--- src/rtl/dog_extrema.sv ---
// dog_extrema: scans the interior of a DIMENSION x DIMENSION mid DoG layer and
// reports every pixel that is a strict 3x3x3 extremum (against below/mid/above
// layers) with |value| > THRESHOLD as an (x, y) keypoint.
//
// Ports:
//   clk, rst_in            clock, synchronous active-low reset
//   start                  pulse in IDLE to begin a scan at centre (1,1)
//   below/mid/above_pix    signed samples returned by the three BRAMs
//   address                shared BRAM read address (registered)
//   key_valid/ready/x/y    keypoint handshake to the descriptor stage
//   busy, done, state_num  status: scan active, end-of-scan pulse, FSM state
module dog_extrema #(
  parameter int DIMENSION    = 64,
  parameter int BIT_DEPTH    = 9,
  parameter int THRESHOLD    = 3,
  parameter int BRAM_LATENCY = 2
) (
  input  logic                                   clk,
  input  logic                                   rst_in,
  input  logic                                   start,
  input  logic signed [BIT_DEPTH-1:0]            below_pix,
  input  logic signed [BIT_DEPTH-1:0]            mid_pix,
  input  logic signed [BIT_DEPTH-1:0]            above_pix,
  output logic [$clog2(DIMENSION*DIMENSION)-1:0] address,
  output logic                                   key_valid,
  input  logic                                   key_ready,
  output logic [$clog2(DIMENSION)-1:0]           key_x,
  output logic [$clog2(DIMENSION)-1:0]           key_y,
  output logic                                   busy,
  output logic                                   done,
  output logic [1:0]                             state_num
);

  localparam int AW        = $clog2(DIMENSION*DIMENSION);
  localparam int XW        = $clog2(DIMENSION);
  localparam int FETCH_LEN = 9 + BRAM_LATENCY;
  localparam int CW        = $clog2(FETCH_LEN + 1);

  localparam logic [CW-1:0] CNT_LAST   = CW'(FETCH_LEN - 1);
  localparam logic [CW-1:0] CNT_ISSUED = CW'(8);
  localparam logic [XW-1:0] C_FIRST    = XW'(1);
  localparam logic [XW-1:0] C_LAST     = XW'(DIMENSION - 2);

  localparam logic signed [BIT_DEPTH-1:0] TH_POS = BIT_DEPTH'(THRESHOLD);
  localparam logic signed [BIT_DEPTH-1:0] TH_NEG = -TH_POS;

  typedef enum logic [1:0] {
    S_IDLE    = 2'd0,
    S_FETCH   = 2'd1,
    S_COMPARE = 2'd2,
    S_EMIT    = 2'd3
  } state_e;

  state_e          state_q, state_d;
  logic [CW-1:0]   cnt_q, cnt_d;
  logic [XW-1:0]   cx_q, cx_d, cy_q, cy_d;
  logic [AW-1:0]   addr_q, addr_d;
  logic            done_q, done_d;

  // Neighbourhood samples, slot k = (dy+1)*3 + (dx+1); slot 4 of mid is the centre.
  logic signed [BIT_DEPTH-1:0] bel_q [9];
  logic signed [BIT_DEPTH-1:0] mid_q [9];
  logic signed [BIT_DEPTH-1:0] abv_q [9];

  // Address of neighbour k around centre (x, y).
  function automatic logic [AW-1:0] nb_addr(input logic [XW-1:0] x,
                                            input logic [XW-1:0] y,
                                            input int k);
    int a;
    a = (int'(y) + k / 3 - 1) * DIMENSION + int'(x) + k % 3 - 1;
    return AW'(a);
  endfunction

  // Centre advance in raster order over the interior.
  logic [XW-1:0] nx, ny;
  logic          last_ctr;
  assign nx       = (cx_q == C_LAST) ? C_FIRST : cx_q + XW'(1);
  assign ny       = (cx_q == C_LAST) ? cy_q + XW'(1) : cy_q;
  assign last_ctr = (cx_q == C_LAST) && (cy_q == C_LAST);

  // Extremum test: any tie clears both flags.
  logic signed [BIT_DEPTH-1:0] c;
  logic gt_all, lt_all, is_key;
  assign c = mid_q[4];

  always_comb begin
    gt_all = 1'b1;
    lt_all = 1'b1;
    for (int k = 0; k < 9; k++) begin
      if (!(c > bel_q[k])) gt_all = 1'b0;
      if (!(c < bel_q[k])) lt_all = 1'b0;
      if (!(c > abv_q[k])) gt_all = 1'b0;
      if (!(c < abv_q[k])) lt_all = 1'b0;
      if (k != 4) begin
        if (!(c > mid_q[k])) gt_all = 1'b0;
        if (!(c < mid_q[k])) lt_all = 1'b0;
      end
    end
    is_key = (gt_all && (c > TH_POS)) || (lt_all && (c < TH_NEG));
  end

  always_comb begin
    state_d = state_q;
    cnt_d   = cnt_q;
    cx_d    = cx_q;
    cy_d    = cy_q;
    addr_d  = addr_q;
    done_d  = 1'b0;
    case (state_q)
      S_IDLE: begin
        if (start) begin
          cx_d    = C_FIRST;
          cy_d    = C_FIRST;
          cnt_d   = '0;
          addr_d  = nb_addr(C_FIRST, C_FIRST, 0);
          state_d = S_FETCH;
        end
      end
      S_FETCH: begin
        cnt_d = cnt_q + CW'(1);
        // Address k+1 is loaded while address k is on the bus; the last
        // address then holds while the pipeline drains.
        if (cnt_q < CNT_ISSUED) addr_d = nb_addr(cx_q, cy_q, int'(cnt_q) + 1);
        if (cnt_q == CNT_LAST) begin
          cnt_d   = '0;
          state_d = S_COMPARE;
        end
      end
      S_COMPARE, S_EMIT: begin
        if ((state_q == S_COMPARE && is_key)) begin
          state_d = S_EMIT;
        end else if (state_q == S_COMPARE || key_ready) begin
          if (last_ctr) begin
            done_d  = 1'b1;
            state_d = S_IDLE;
          end else begin
            cx_d    = nx;
            cy_d    = ny;
            cnt_d   = '0;
            addr_d  = nb_addr(nx, ny, 0);
            state_d = S_FETCH;
          end
        end
      end
      default: state_d = S_IDLE;
    endcase
  end

  always_ff @(posedge clk) begin
    if (!rst_in) begin
      state_q <= S_IDLE;
      cnt_q   <= '0;
      cx_q    <= '0;
      cy_q    <= '0;
      addr_q  <= '0;
      done_q  <= 1'b0;
    end else begin
      state_q <= state_d;
      cnt_q   <= cnt_d;
      cx_q    <= cx_d;
      cy_q    <= cy_d;
      addr_q  <= addr_d;
      done_q  <= done_d;
    end
  end

  // Data for the address issued at count k arrives at count k+BRAM_LATENCY.
  always_ff @(posedge clk) begin
    if (!rst_in) begin
      for (int k = 0; k < 9; k++) begin
        bel_q[k] <= '0;
        mid_q[k] <= '0;
        abv_q[k] <= '0;
      end
    end else if (state_q == S_FETCH) begin
      for (int k = 0; k < 9; k++) begin
        if (cnt_q == CW'(k + BRAM_LATENCY)) begin
          bel_q[k] <= below_pix;
          mid_q[k] <= mid_pix;
          abv_q[k] <= above_pix;
        end
      end
    end
  end

  assign address   = addr_q;
  assign key_valid = (state_q == S_EMIT);
  assign key_x     = cx_q;
  assign key_y     = cy_q;
  assign busy      = (state_q != S_IDLE);
  assign done      = done_q;
  assign state_num = state_q;

endmodule

--- config.mk ---
export PLATFORM = sky130hd
export DESIGN_NAME = dog_extrema
export DESIGN_NICKNAME = d
export VERILOG_FILES = /design/src/rtl/dog_extrema.sv
export SDC_FILE = /design/constraint.sdc
export NUM_CORES = 1
export LEC_CHECK = 0
export CORE_MARGIN = 3
export CORE_UTILIZATION = 45
export DETAILED_ROUTE_END_ITERATION = 16
export SLEW_MARGIN = 10
export SYNTH_ARGS = -nofsm -noshare
export SYNTH_HDL_FRONTEND = slang
export SYNTH_SLANG_ARGS = --single-unit
--- constraint.sdc ---
create_clock -name clk -period 15.64 [get_ports clk]
set_input_delay 2.346 -clock clk [delete_from_list [all_inputs] [get_ports clk]]
set_output_delay 2.346 -clock clk [all_outputs]
set_load 0.05 [all_outputs]
==> out/metrics.cfg <==
[worst_setup_path]
arrival_ns=8.56
cp-end-kind=register
worstSetupPathType=reg2reg
critPathMaxStageDelay_ns=0.66
startpoint=cnt_q[0]$_SDFFE_PN0P_
reg2reg_from=cnt_q[0]$_SDFFE_PN0P_
cp_max_fo=17
required_ns=16.11
slowest_stage=ha_1
cp_common_cell=ha_1
startpoint_type=register

[clock_tree]
cts_buffers=31
cts_tree=done
htreeDepth=1
numClockSinks=274
cts_resized=0
cts_buffer_depth=3
clk_pin_slew_ns=0.06
clock_latency_ns=0.58
root_buffer=clkbuf_16
hold_buffers=0
postCtsSetupBuffers=0

[logic_synthesis]
synth_nets=2004
synth_most_common_cell=inv_1
synthCells=1693
yosysUniqueCellTypes=89
yosys-top-cells-area=edfxtp_1 41%, ha_1 20%, inv_1 6.2%
synth_edf_count=243
synth_top_area_share_pct=41.3
synth-seq-cells=274
seq_area_frac_synth_pct=44.8
synthesis.area_mm2=0.0177
syn_area_per_cell_um2=10.4
synthArstFlopShare_pct=0
synth_common_cells=290 x inv_1, 278 x ha_1, 243 x edfxtp_1, 89 x nand2_1, 81 x a21oi_1
ys.flop_type=edfxtp_1
yosys_warnings=0
yosysTopAreaCell=edfxtp_1

[die]
initial_utilization_pct=46.3
row_count=71
coreArea_mm2=0.0382
die_w_um=204
die_area_mm2=0.0417
pin_count=60
fp.dieH_um=204

[sta]
worst_pin_slew_ns=1.08
hold_viol=0
slew_headroom_pct=28.1
skew_ns=0.0134
fin_crit_ns=8.09
hold_ws_ns=0.523
max_freq_ghz=0.124
setup_violations=0
finalCritPeriodShare_pct=51.7
setup_tns_ns=0
rsz0062_at_grt=no
slew_violations=0

[grt]
grt_remaining_overflow=0
grt_pass1_wl_mm=72.0
grt_pass1_vias=12600
antenna_found_initial=0
gr-usage-all-layers_pct=22.5
grt_start_max_net_pins=29

[hold_path]
hold_path_class=reg2reg
hp-start=key_y[5]$_SDFFE_PN0P_

[power]
sw_frac_of_total_pct=27.3
p_switching_uw=532
internal_power_uw=1420
p_per_area_mw_per_mm2=97.2
pwr-share-comb_pct=18.5
share_seq_of_total_power_pct=42.9
leakage_uw=0.00846
pwr-share-clk_pct=38.6
ir_drop_v=0.0000829

[drt]
dr.pass1.iters=5
ant_nets=0
drt-initial-drc-count=952
drcViolationCount=0
drt-vias-per-instance=5.66
avgRoutedWirePerCell_um=20.4
wl_mm=47.3
vias=13100

[finish]
final_util_pct=52.5
area_delta_synth_final_pct=13.4
num_antenna_cells=0
drive_gt1_share_pct=5.41
fin_nets=2097
fillers=3435
seqCellArea_mm2=0.00792
multiInputGateArea_mm2=0.00857

[place]
routabilityCongestion=0.897
io_buffers=59
hpwl_mm=32.7

[flow_run]
cap_violations=0

[run_status]
status=finished, final reports clean

critical path: cells and delay by family (launching register included):
kind                       cells  cell delay (ns)
adders and majority gates      9             3.03
AOI/OAI and AO/OA             10             1.93
and+or+nand+nor                6             1.01
xor gates and xnor gates       3             0.64
DFF                            1             0.50
buffers and inverters          5             0.45
muxes                          1             0.41
cell type report:
type | count | area share (%)
Clock buffer | 37 | 3.98
Clock inverter | 21 | 1.24
Inverter | 292 | 5.47
Multi-Input combinational cell | 1103 | 42.7
Sequential cell | 274 | 39.5
Tap cell | 511 | 3.19
Timing Repair Buffer | 84 | 3.88
flip-flops by register name, summed over array words and instances (netlist names):
| signal | cells |
|---|---|
| abv_q | 81 |
| bel_q | 81 |
| mid_q | 81 |
| address | 12 |
| key_x | 6 |
| key_y | 6 |
| cnt_q | 4 |
| state_num | 2 |
| done | 1 |
per-layer routing:
metal  global-route usage [%]  vias to the layer above  share of wire (%)
met5                        0                        -                  0
met3                     2.79                       77                5.7
met1                     30.4                     6327                 44
li1                         -                     6352                  -
met4                     7.10                        0                3.2
met2                     37.8                      375                 47
per-stage QoR:
step	power [uW]	instances	cell area (um^2)	setup WS, ns
after global routing	2030	2322	20000	6.94
after detailed placement	1210	2264	19000	7.70
after global placement	1200	2264	19000	7.90
final	1950	2322	20000	7.55
after CTS	1960	2322	20000	7.63
after floorplan	1110	1693	17700	8.90
worst paths after layout:
kind | endpoint | slack, ns | depth (start not counted)
max | address[11]$_SDFFE_PN0P_ | 7.55 | 34
min | key_y[5]$_SDFFE_PN0P_ | 0.52 | 1
max reg2reg | address[11]$_SDFFE_PN0P_ | 7.55 | 34
min reg2reg | key_y[5]$_SDFFE_PN0P_ | 0.52 | 1
cells by family (layout without fill, tap and decap cells):
| family | Yosys count | in the layout | share of synthesized area [%] |
|---|---|---|---|
| fa+ha+maj | 280 | 280 | 19.9 |
| simple gates | 470 | 470 | 14.1 |
| xor+xnor | 42 | 42 | 2.08 |
| buf+inv | 316 | 434 | 6.78 |
| mux | 5 | 5 | 0.290 |
| flops | 274 | 274 | 44.8 |
| compound gates | 306 | 306 | 12.1 |
cell usage in the layout (no fill, tap or decap), types with 10 or more instances in the layout:
cell	n
inv_1	290
ha_1	278
edfxtp_1	243
nand2_1	89
a21oi_1	81
nor2_1	76
clkdlybuf4s50_1	59
nand3_1	57
nor3_1	55
nand4_1	40
o21ai_0	37
and2_1	35
xnor2_1	31
dfxtp_1	31
clkbuf_16	31
a211oi_1	27
buf_4	25
nor2b_1	22
a21o_1	21
nand2b_1	15
a31oi_1	15
nor4_1	15
o21bai_1	12
xor2_1	11
o22ai_1	10
power by group through the flow:
stage	Combinational, uW	Clock [uW]	Sequential [uW]
6_report	360	753	836
5_1_grt	401	794	839
4_1_cts	359	764	836
3_5_place_dp	356	0	852
3_3_place_gp	349	0	851
2_1_floorplan	233	0	874
No activity file was read; power rests on OpenSTA's default activity.
